**config.mk**
```make
export PLATFORM = sky130hd
export DESIGN_NAME = crc16_serial_engine
export DESIGN_NICKNAME = d
export VERILOG_FILES = /design/src/rtl/crc16_serial_engine.sv
export SDC_FILE = /design/constraint.sdc
export NUM_CORES = 1
export LEC_CHECK = 0
export ABC_AREA = 1
export BUFFER_PORTS_ARGS = -buffer_cell sky130_fd_sc_hd__clkbuf_2
export CORE_MARGIN = 8
export CORE_UTILIZATION = 52
export DETAILED_ROUTE_END_ITERATION = 6
export GPL_TIMING_DRIVEN = 0
export HOLD_SLACK_MARGIN = 0.03
export PLACE_DENSITY_LB_ADDON = 0.3
export SYNTH_ARGS = -nofsm -noshare
export SYNTH_HDL_FRONTEND = slang
export SYNTH_SLANG_ARGS = --single-unit
```
**constraint.sdc**
```tcl
create_clock -name clk -period 1.3 [get_ports clk]
set_input_delay 0.39 -clock clk [delete_from_list [all_inputs] [get_ports clk]]
set_output_delay 0.39 -clock clk [all_outputs]
set_load 0.01 [all_outputs]
```
**src/rtl/crc16_serial_engine.sv**
```systemverilog
// Bit-serial CRC engine: folds a byte stream into an LFSR MSB first, one bit per cycle,
// and presents the final CRC on a valid/ready handshake at end of frame.
module crc16_serial_engine #(
  parameter int unsigned       pCRC_W  = 16,
  parameter logic [pCRC_W-1:0] pPOLY   = pCRC_W'(16'h1021),
  parameter logic [pCRC_W-1:0] pINIT   = pCRC_W'(16'hFFFF),
  parameter logic [pCRC_W-1:0] pXOROUT = pCRC_W'(16'h0000)
) (
  input  logic              clk,
  input  logic              rst,
  input  logic [7:0]        in_data,
  input  logic              in_valid,
  input  logic              in_last,
  output logic              in_ready,
  input  logic              abort,
  output logic [pCRC_W-1:0] crc_out,
  output logic              crc_valid,
  input  logic              crc_ready,
  output logic              busy
);

  localparam int unsigned BYTE_W = 8;
  localparam int unsigned CNT_W  = 3;
  localparam logic [CNT_W-1:0] LAST_BIT = CNT_W'(BYTE_W - 1);

  typedef enum logic [1:0] {
    IDLE  = 2'd0,
    SHIFT = 2'd1,
    DONE  = 2'd2
  } state_t;

  state_t              state_q, state_d;
  logic [pCRC_W-1:0]   crc_q, crc_d;
  logic [BYTE_W-1:0]   sh_q, sh_d;
  logic [CNT_W-1:0]    cnt_q, cnt_d;
  logic                last_q, last_d;
  logic                fb;

  // Next-state and datapath update; abort overrides every state.
  always_comb begin
    state_d = state_q;
    crc_d   = crc_q;
    sh_d    = sh_q;
    cnt_d   = cnt_q;
    last_d  = last_q;
    fb      = crc_q[pCRC_W-1] ^ sh_q[BYTE_W-1];

    if (abort) begin
      state_d = IDLE;
      crc_d   = pINIT;
      cnt_d   = '0;
      last_d  = 1'b0;
    end else begin
      case (state_q)
        IDLE: begin
          if (in_valid) begin
            sh_d    = in_data;
            last_d  = in_last;
            cnt_d   = '0;
            state_d = SHIFT;
          end
        end
        SHIFT: begin
          crc_d = {crc_q[pCRC_W-2:0], 1'b0} ^ (fb ? pPOLY : '0);
          sh_d  = {sh_q[BYTE_W-2:0], 1'b0};
          cnt_d = cnt_q + CNT_W'(1);
          if (cnt_q == LAST_BIT) begin
            state_d = last_q ? DONE : IDLE;
          end
        end
        DONE: begin
          if (crc_ready) begin
            crc_d   = pINIT;
            state_d = IDLE;
          end
        end
        default: begin
          state_d = IDLE;
        end
      endcase
    end
  end

  // State, datapath and registered outputs decoded from the next state.
  always_ff @(posedge clk) begin
    if (rst) begin
      state_q   <= IDLE;
      crc_q     <= pINIT;
      sh_q      <= '0;
      cnt_q     <= '0;
      last_q    <= 1'b0;
      in_ready  <= 1'b1;
      crc_valid <= 1'b0;
      busy      <= 1'b0;
      crc_out   <= pINIT ^ pXOROUT;
    end else begin
      state_q   <= state_d;
      crc_q     <= crc_d;
      sh_q      <= sh_d;
      cnt_q     <= cnt_d;
      last_q    <= last_d;
      in_ready  <= (state_d == IDLE);
      crc_valid <= (state_d == DONE);
      busy      <= (state_d != IDLE);
      crc_out   <= crc_d ^ pXOROUT;
    end
  end

endmodule

```
After elaboration in Yosys (flattened, before gate mapping)
Index checks and enable logic that the tools add are counted.
- output and inout bits: 19
- input bits: 14
- flip-flop bits (word level): 33
- logic and storage cells: 41
- bitwise gates (word level): 3
- reduce and logical (&&, ||, !) cells: 10
- $add $sub $neg: 1
- equality and inequality tests: 6
- multiplexer cells: 13
- operators by type and width (cell ; count):
    one-hot mux 16 bit (2 select lines) ; 1
    2-to-1 mux 16 bit ; 1
    one-hot mux 8 bit (2 select lines) ; 1
    XOR 16 x 13 -> 16 bit ; 1
    2-to-1 mux 13 bit ; 1
    2-to-1 mux 2 bit ; 5
    2-to-1 mux 8 bit ; 1
    one-hot mux 2 bit (3 select lines) ; 1
    one-hot mux 3 bit (2 select lines) ; 1
    AND reduction 2 bit ; 3
    nonzero test 2 bit ; 3
    == test 2 bit (second input constant) ; 2
    zero test 2 bit ; 2
    != test 2 bit (second input constant) ; 2
    adder 3 x 1 -> 3 bit (second input constant) ; 1
    == test 3 bit (second input constant) ; 1
    2-to-1 mux 3 bit ; 1
    AND reduction 3 bit ; 1
    == test 2 x 1 -> 1 bit (second input constant) ; 1
    OR reduction 2 bit ; 1
    inverter 1 bit ; 1
    XOR 1 bit ; 1

Logic depth before layout (Yosys ltp)
Gate-level depths: netlist of run 1.
- depth after elaboration: 5
- mapped depth: 8
- gate-level depth less buffers: 7

Least setup slack after synthesis of run 1
No wires, ideal clock.
- path kind: input to register
- start point: input port abort
- end point: register crc_q[10]
- required time: 1183 ps
- setup slack: 175 ps
- arrival: 1008 ps
- cell stages on the path: 5
- setup time: 117 ps
- buffers on the path: 1
- cells stage by stage: nor2_2 > nand2_2 > buf_4 > a21oi_1 > nand2_1
- word-level cells in the longest chain between the ends: 1
- ends and longest elaborated chain (element ; line ; RTL):
    from (decl) ; 15 ; input logic abort,
    OR reduction 2 bit (no source line) ; -- ;
    to (signal assigned) ; 88 ; crc_q <= pINIT;
    to (signal assigned) ; 98 ; crc_q <= crc_d;
    to (decl) ; 33 ; logic [pCRC_W-1:0] crc_q, crc_d;
No other way between the ends.
A chain may end at the register's enable or synchronous reset.

==> impl_metrics.json, run 1 <==
{
  "path_cells": "clkbuf_2",
  "synth-seq-area-share_pct": 46.8,
  "fmax_mhz": 793,
  "worstSkewPairLatency_ns": 0.33,
  "rr_endpoint": "in_ready",
  "r2r_cells": 6,
  "hold_violations": 0,
  "die_height_um": 68.1,
  "drv_slew": 0,
  "antenna_found_initial": 0,
  "clk_path_buf_depth": 2,
  "layout_commonest_cell": "nand2_1",
  "grt_pass1_wl_um": 4910,
  "slowest_delay_ns": 0.39,
  "syn_area_per_cell_sq_um": 7.16,
  "post_cts_buffers": 0,
  "drt-pass1-iter-count": 4,
  "clock_skew_ns": 0.0147,
  "crit_required_ns": 0.91,
  "ys_types": 15,
  "grt_max_degree": 11,
  "hp-class": "in2reg",
  "grt_overflow": 0,
  "post-place-ws_ns": -0.105,
  "total_power_mw": 2.09,
  "hold_buffers": 0,
  "die_x_um": 68.1,
  "hpwl_um": 2150,
  "drive_above_1_share_pct": 26.2,
  "p_per_area_mw_per_mm2": 1220,
  "dpl_cell_area_sq_mm": 0.00161,
  "start_util_pct": 53.0,
  "min_period_ns": 1.26,
  "synth_fp_nets": 213,
  "rrSetupSlack_ns": 0.09,
  "reg2reg_from": "cnt_q[0]",
  "wl_um": 2850,
  "whs_ns": 0.278,
  "setup_viol": 0,
  "cts_buffers": 5,
  "hold_depth": 2,
  "hold_path.startpoint": "rst",
  "routabilityCongestion": 0.782,
  "post-route-period-util_pct": 97.0,
  "endpoint_kind": "output port",
  "relSlewSlack_pct": 80.4,
  "max-vdd-ir-drop_mv": 1.21,
  "diodes": 0,
  "drtAntennaViolNets": 0,
  "grt_util_all_layers_pct": 13.6,
  "fin_area_sq_mm": 0.00171,
  "slowest_stage": "dfxtp_1",
  "worst-path-buf-inv": 1,
  "clkSinkCount": 33,
  "rsz0062_at_grt": "no",
  "cp-startpoint": "crc_q[12]",
  "yosysWarnings": 0,
  "tritoncts": "yes",
  "ios": 33,
  "cts-htree-levels": 2,
  "hold_path_end": "sh_q[0]",
  "core_area_sq_mm": 0.00266,
  "fin_nets": 252,
  "fin_ws_ns": 0.0390,
  "syn_inst": 197,
  "power_leakage_nw": 0.931,
  "grt_pass1_vias": 1211,
  "vias_per_cell": 4.79,
  "worstPathArrival_ns": 0.87,
  "critPathMaxFanout": 3,
  "numPortBuffers": 32,
  "wire_per_inst_um": 10.6,
  "mostFrequentLayoutCells": "nand2_1, clkbuf_2, dfxtp_1",
  "status": "finished, final reports clean",
  "cts_resized": 0,
  "drc": 0,
  "fp-row-count": 19,
  "timing.setup.tns_ns": 0,
  "dieArea_sq_mm": 0.00464,
  "syn2layout_area_growth_pct": 20.9,
  "ys_seq_elements": 33,
  "maxCapViolCount": 0,
  "vias": 1285,
  "path_delay_family": "flip-flops",
  "drt_iter0_markers": 86,
  "path_clk_slew_ns": 0.11,
  "cts_root_buffer": "clkbuf_4",
  "tightest_slew_ns": 0.293,
  "syn_area_sq_mm": 0.00141,
  "startpoint_type": "register",
  "timing_worst_setup_path_type": "reg2out"
}
power breakdown:
group | internal [mW] | switching (mW) | leakage [nW]
Combinational | 0.0938 | 0.132 | 0.617
Sequential | 1.05 | 0.0247 | 0.268
Clock | 0.459 | 0.328 | 0.0455
registers in the layout, summed over array words and instances, names as in the netlist:
| register | cells |
|---|---|
| crc_q | 16 |
| last_q | 1 |
| sh_q | 8 |
| crc_valid | 1 |
| cnt_q | 3 |
| state_q | 2 |
| in_ready | 1 |
| busy | 1 |
layout make-up:
| class | count | area (sq um) |
|---|---|---|
| buffer | 6 | 57.6 |
| clock inverter | 1 | 30.0 |
| clock buffer | 7 | 55.1 |
| timing repair buffer | 32 | 160 |
| fill | 265 | 956 |
| sequential | 33 | 668 |
| multi-input combinational | 137 | 618 |
| tap | 31 | 38.8 |
| inverter | 21 | 78.8 |
per-layer routing:
metal / vias to the layer above / track usage (%) / share of wire [%]
li1: 689 / - / -
met1: 563 / 16.1 / 47
met2: 29 / 21.9 / 44
met3: 4 / 5.89 / 7.4
met4: 0 / 3.84 / 1.1
met5: - / 0 / 0
synth_stat cells:
library cell / n / area [sq um]
nand2_1: 70 / 263
dfxtp_1: 33 / 661
nand3_1: 19 / 95.1
a21oi_1: 18 / 90.1
inv_1: 18 / 67.6
nor2_1: 16 / 60.1
o21ai_0: 4 / 20.0
buf_6: 3 / 33.8
inv_2: 3 / 11.3
nand2_2: 3 / 18.8
nor2_4: 3 / 33.8
buf_4: 2 / 15.0
ha_1: 2 / 25.0
nor2_2: 2 / 12.5
buf_2: 1 / 5.00
worst register-to-register path, cell delays in order (launching register included):
cell and delay, ns:
dfxtp_2 0.34, ha_1 0.20, ha_1 0.20, o21ai_0 0.16, nand2_1 0.09, nand2_1 0.10, inv_1 0.04
worst max path at each step:
stage                        endpoint  slack [ns]  cells past startpoint
after floorplan             crc_q[10]        0.17                      5
after global placement      crc_q[11]       -0.09                      6
after detailed placement    crc_q[11]       -0.10                      6
after CTS                 crc_out[15]        0.01                      1
after global routing      crc_out[12]       0.005                      1
final                     crc_out[12]        0.04                      1
metrics by stage:
stage | utilization [%] | std cells
after floorplan | - | 197
after global placement | 60.5 | 260
after detailed placement | 60.5 | 260
after CTS | 63.7 | 268
after global routing | 64.1 | 268
final | 64.1 | 268
kinds of logic (layout without fill, tap and decap cells):
logic type | after synthesis | count (layout) | share of synthesized area (%)
buffers and inverters | 27 | 67 | 9.40
adder cells (fa/ha/maj) | 2 | 2 | 1.77
AND/OR/NAND/NOR | 113 | 113 | 34.2
flip-flops | 33 | 33 | 46.8
AO/OA/AOI/OAI | 22 | 22 | 7.80
Note: power is estimated with default switching activity, not from simulation.
==> run 2, diff against run 1 <==
--- a/config.mk
+++ b/config.mk
@@ -13,6 +13,7 @@
 export GPL_TIMING_DRIVEN = 0
 export HOLD_SLACK_MARGIN = 0.03
 export PLACE_DENSITY_LB_ADDON = 0.3
+export RECOVER_POWER = 25
 export SYNTH_ARGS = -nofsm -noshare
 export SYNTH_HDL_FRONTEND = slang
 export SYNTH_SLANG_ARGS = --single-unit
==> run 2 against run 1 <==
  * Total power barely moved
  * Clock skew barely moved
  * Hold slack lost 0.00087 ns
  * Combinational power hardly changed
  * Clock power about the same
  * First-iteration DRC count unchanged
  * Critical path depth unchanged
  * Register-to-register slack about the same
  * Worst setup slack worse by 0.0012 ns
  * Sequential share of layout area hardly changed
  * Non-clock buffer count stayed put
  * Critical path type unchanged
  * Largest cell class unchanged
==> impl_metrics.json, run 2 (synthesis results as in run 1) <==
{
  "worstSkewPairLatency_ns": 0.33,
  "drc": 0,
  "drt-pass1-iter-count": 4,
  "rrSetupSlack_ns": 0.08,
  "path_cells": "clkbuf_2",
  "slowest_stage": "dfxtp_1",
  "pwr-share-seq_pct": 51.4,
  "cts_root_buffer": "clkbuf_4",
  "mostFrequentLayoutCells": "nand2_1, clkbuf_2, dfxtp_1",
  "routabilityCongestion": 0.782,
  "r2r_cells": 6,
  "largest_reg_flops": 16,
  "startpoint_type": "register",
  "maxCapViolCount": 0,
  "grt_pass1_vias": 1211,
  "ios": 33,
  "status": "finished, final reports clean",
  "post_cts_buffers": 0,
  "grt_util_all_layers_pct": 13.6,
  "cts-htree-levels": 2,
  "clk_path_buf_depth": 2,
  "fp-row-count": 19,
  "grt_overflow": 0,
  "hpwl_um": 2150,
  "wl_um": 2850,
  "reg2reg_from": "cnt_q[0]",
  "drv_slew": 0,
  "top_register": "crc_q",
  "cp-startpoint": "crc_q[12]",
  "fmax_mhz": 792,
  "critPathMaxFanout": 3,
  "p_sw_uw": 486,
  "top_regs": "crc_q: 16 flops, sh_q: 8 flops, cnt_q: 3 flops",
  "antenna_found_initial": 0,
  "setup_viol": 0,
  "clock_power_share_pct": 37.8,
  "hp-class": "in2reg",
  "dieArea_sq_mm": 0.00464,
  "core_area_sq_mm": 0.00266,
  "critical_path_depth": 1,
  "die_x_um": 68.1,
  "tightest_slew_ns": 0.294,
  "max-vdd-ir-drop_mv": 1.21,
  "layout_commonest_cell": "nand2_1",
  "start_util_pct": 53.0,
  "crit_required_ns": 0.91,
  "timing.setup.tns_ns": 0,
  "p_per_area_mw_per_mm2": 1220,
  "worst-path-buf-inv": 1,
  "drtAntennaViolNets": 0,
  "wire_per_inst_um": 10.6,
  "rr_endpoint": "in_ready",
  "drt_iter0_markers": 86,
  "path_delay_family": "flip-flops",
  "internal-power_mw": 1.60,
  "cts_buffers": 5,
  "power_leakage_nw": 0.927,
  "timing_worst_setup_path_type": "reg2out",
  "grt_max_degree": 11,
  "vias_per_cell": 4.80,
  "fin_util_pct": 64.0,
  "clkSinkCount": 33,
  "endpoint_kind": "output port",
  "vias": 1286,
  "min_period_ns": 1.26,
  "critical_path.endpoint": "crc_out[12]",
  "swShare_pct": 23.3,
  "tritoncts": "yes",
  "drive_above_1_share_pct": 25.3,
  "grt_pass1_wl_um": 4910,
  "syn2layout_area_growth_pct": 20.7,
  "die_height_um": 68.1,
  "p_comb_share_pct": 10.8,
  "fin_nets": 252,
  "worstPathArrival_ns": 0.87,
  "hold_violations": 0,
  "numPortBuffers": 32,
  "diodes": 0,
  "slowest_delay_ns": 0.39,
  "rsz0062_at_grt": "no",
  "relSlewSlack_pct": 80.4,
  "path_clk_slew_ns": 0.11,
  "clock_skew_ns": 0.0149,
  "post-route-period-util_pct": 97.1
}
[run 2: cell counts in the layout (fill, tap and decap cells not counted)]
Identical to the previous run, type by type.
[run 2: power groups by stage]
stage | clock network, mW | registers, mW | logic [mW]
2_1_floorplan | 0 | 1.10 | 0.152
3_5_place_dp | 0 | 1.10 | 0.224
5_1_grt | 0.848 | 1.08 | 0.259
3_3_place_gp | 0 | 1.10 | 0.222
6_report | 0.788 | 1.07 | 0.225
4_1_cts | 0.807 | 1.07 | 0.226
[run 2: metal layers]
layer / part of all wire (%) / global-route usage, % / vias to the layer above
met4: 1.1 / 3.84 / 0
met3: 7.9 / 5.89 / 4
met2: 44 / 21.9 / 30
li1: - / - / 690
met1: 47 / 16.1 / 562
met5: 0 / 0 / -
[run 2: final cells by class]
type / count / area [sq um]
multi-input cells: 137 / 618
plain buffers: 6 / 57.6
inverters: 21 / 78.8
well taps: 31 / 38.8
clock buffers: 7 / 55.1
repair buffers: 32 / 159
flip-flops and latches: 33 / 667
fillers: 267 / 958
clock inverters: 1 / 30.0
[run 2: metrics by stage]
step	power (mW)	hold WS (ns)	setup slack [ns]	area, sq um	instances
floorplan	1.25	0.423	0.175	1410	197
global placement	1.32	0.437	-0.0864	1610	260
detailed placement	1.32	0.456	-0.105	1610	260
CTS	2.11	0.268	0.0101	1700	268
global route	2.19	0.271	0.00515	1700	268
finish	2.09	0.278	0.0378	1700	268
[run 2: worst min path at each step]
| stage | startpoint | to | cells past startpoint |
|---|---|---|---|
| after detailed placement | cnt_q[1] | cnt_q[1] | 2 |
| after global routing | rst | sh_q[0] | 2 |
| final | rst | sh_q[0] | 2 |
| after floorplan | last_q | last_q | 2 |
| after CTS | rst | sh_q[0] | 2 |
| after global placement | last_q | last_q | 2 |
[run 2: repair_timing]
item,in CTS,in global routing
resized for setup,0,8
hold buffers,0,0
setup endpoints to repair,0,14
==> run 3, diff against run 2 <==
--- a/config.mk
+++ b/config.mk
@@ -10,10 +10,10 @@
 export CORE_MARGIN = 8
 export CORE_UTILIZATION = 52
 export DETAILED_ROUTE_END_ITERATION = 6
-export GPL_TIMING_DRIVEN = 0
 export HOLD_SLACK_MARGIN = 0.03
 export PLACE_DENSITY_LB_ADDON = 0.3
 export RECOVER_POWER = 25
+export REMOVE_ABC_BUFFERS = 1
 export SYNTH_ARGS = -nofsm -noshare
 export SYNTH_HDL_FRONTEND = slang
 export SYNTH_SLANG_ARGS = --single-unit
==> run 3 against run 2 <==
  * Core utilization decreased by 1.9 points
  * Die area unchanged
  * Hold slack got worse by 0.037 ns
  * Largest cell class unchanged
==> impl_metrics.json, run 3 (synthesis results as in run 1) <==
{
  "min_period_ns": 1.26,
  "dpl_cell_area_sq_mm": 0.00159,
  "worst-path-buf-inv": 1,
  "startpoint_type": "register",
  "mostFrequentLayoutCells": "nand2_1, clkbuf_2, dfxtp_1",
  "fmax_mhz": 795,
  "numPortBuffers": 32,
  "p_per_area_mw_per_mm2": 1110,
  "hp-class": "in2reg",
  "top_register": "crc_q",
  "tritoncts": "yes",
  "routabilityCongestion": 0.756,
  "ios": 33,
  "vias_per_cell": 4.75,
  "top_regs": "crc_q: 16 flops, sh_q: 8 flops, cnt_q: 3 flops",
  "timing_worst_setup_path_type": "reg2out",
  "grt_overflow": 0,
  "dieArea_sq_mm": 0.00464,
  "post-route-period-util_pct": 96.7,
  "grt_pass1_wl_um": 4900,
  "grt_pass1_vias": 1142,
  "fp-row-count": 19,
  "fin_area_sq_mm": 0.00165,
  "cts_root_buffer": "clkbuf_4",
  "setup_viol": 0,
  "die_x_um": 68.1,
  "power_leakage_nw": 0.896,
  "drc": 0,
  "wl_um": 2840,
  "start_util_pct": 53.0,
  "maxCapViolCount": 0,
  "cts_buffers": 5,
  "clk_path_buf_depth": 2,
  "max-vdd-ir-drop_mv": 0.834,
  "fin_nets": 251,
  "drive_above_1_share_pct": 24.2,
  "die_height_um": 68.1,
  "drt_iter0_markers": 98,
  "largest_reg_flops": 16,
  "wire_per_inst_um": 10.6,
  "cts-htree-levels": 2,
  "path_cells": "clkbuf_2",
  "clkSinkCount": 33,
  "slowest_delay_ns": 0.38,
  "worstPathArrival_ns": 0.87,
  "vias": 1268,
  "drtAntennaViolNets": 0,
  "hpwl_um": 2090,
  "clock_skew_ns": 0.00696,
  "timing.setup.tns_ns": 0,
  "crit_required_ns": 0.91,
  "tightest_slew_ns": 0.323,
  "grt_max_degree": 16,
  "relSlewSlack_pct": 78.4,
  "rsz0062_at_grt": "no",
  "syn2layout_area_growth_pct": 17.1,
  "critPathMaxFanout": 4,
  "diodes": 0,
  "endpoint_kind": "output port",
  "hold_violations": 0,
  "antenna_found_initial": 0,
  "layout_commonest_cell": "nand2_1",
  "drv_slew": 0,
  "status": "finished, final reports clean",
  "drt-pass1-iter-count": 4,
  "path_clk_slew_ns": 0.10,
  "worstSkewPairLatency_ns": 0.33,
  "core_area_sq_mm": 0.00266,
  "path_delay_family": "flip-flops",
  "grt_util_all_layers_pct": 13.6,
  "slowest_stage": "dfxtp_1"
}
==> run 3: cell types whose count changed in the layout (fill, tap and decap cells not counted), sizes merged <==
cell	change
clkbuf	+1
buf	-1
bufinv	-1
==> run 3: report_power, final <==
| part | internal [mW] | switching [mW] | total, mW |
|---|---|---|---|
| Clock | 0.215 | 0.327 | 0.542 |
| Combinational | 0.0882 | 0.130 | 0.218 |
| Sequential | 1.05 | 0.0245 | 1.07 |
==> run 3: final cells by class <==
cell class              instances  area (sq um)
fillers                       268          1010
inverters                      21          78.8
flip-flops and latches         33           667
clock buffers                   8          48.8
well taps                      31          38.8
multi-input cells             137           626
repair buffers                 37           194
==> run 3: stage by stage <==
| step | worst slack (ns) | hold WS, ns | std cells | power, mW | utilization, % |
|---|---|---|---|---|---|
| 2_1_floorplan | 0.129 | 0.423 | 191 | 1.23 | - |
| 5_1_grt | 0.000822 | 0.242 | 267 | 1.94 | 62.1 |
| 3_5_place_dp | 0.0563 | 0.440 | 258 | 1.31 | 59.6 |
| 4_1_cts | 0.0199 | 0.230 | 266 | 1.84 | 61.5 |
| 3_3_place_gp | 0.0849 | 0.435 | 258 | 1.31 | 59.6 |
| 6_report | 0.0427 | 0.241 | 267 | 1.83 | 62.1 |
==> run 3: routing by layer <==
layer  wire length [um]  up-vias  global-route usage, %  share of wire (%)
met5                  0        -                      0                  0
met3                186        9                   4.58                6.6
met2               1260       25                   22.4                 45
met1               1330      540                   15.1                 47
met4                 61        0                   7.67                2.1
li1                   -      694                      -                  -
==> run 3: timing repair <==
action	in CTS	in global routing
endpoints found under the setup margin	1	18
hold buffers	0	0
resized for setup	1	6
setup buffers	0	1
==> run 3: path summary, 6_finish.rpt <==
check        startpoint    endpoint  slack, ns  cells past startpoint
max            crc_q[4]  crc_out[4]       0.04                      1
min                 rst     sh_q[0]       0.24                      2
max reg2reg  state_q[1]     sh_q[5]       0.08                      6
min reg2reg      last_q      last_q       0.45                      2
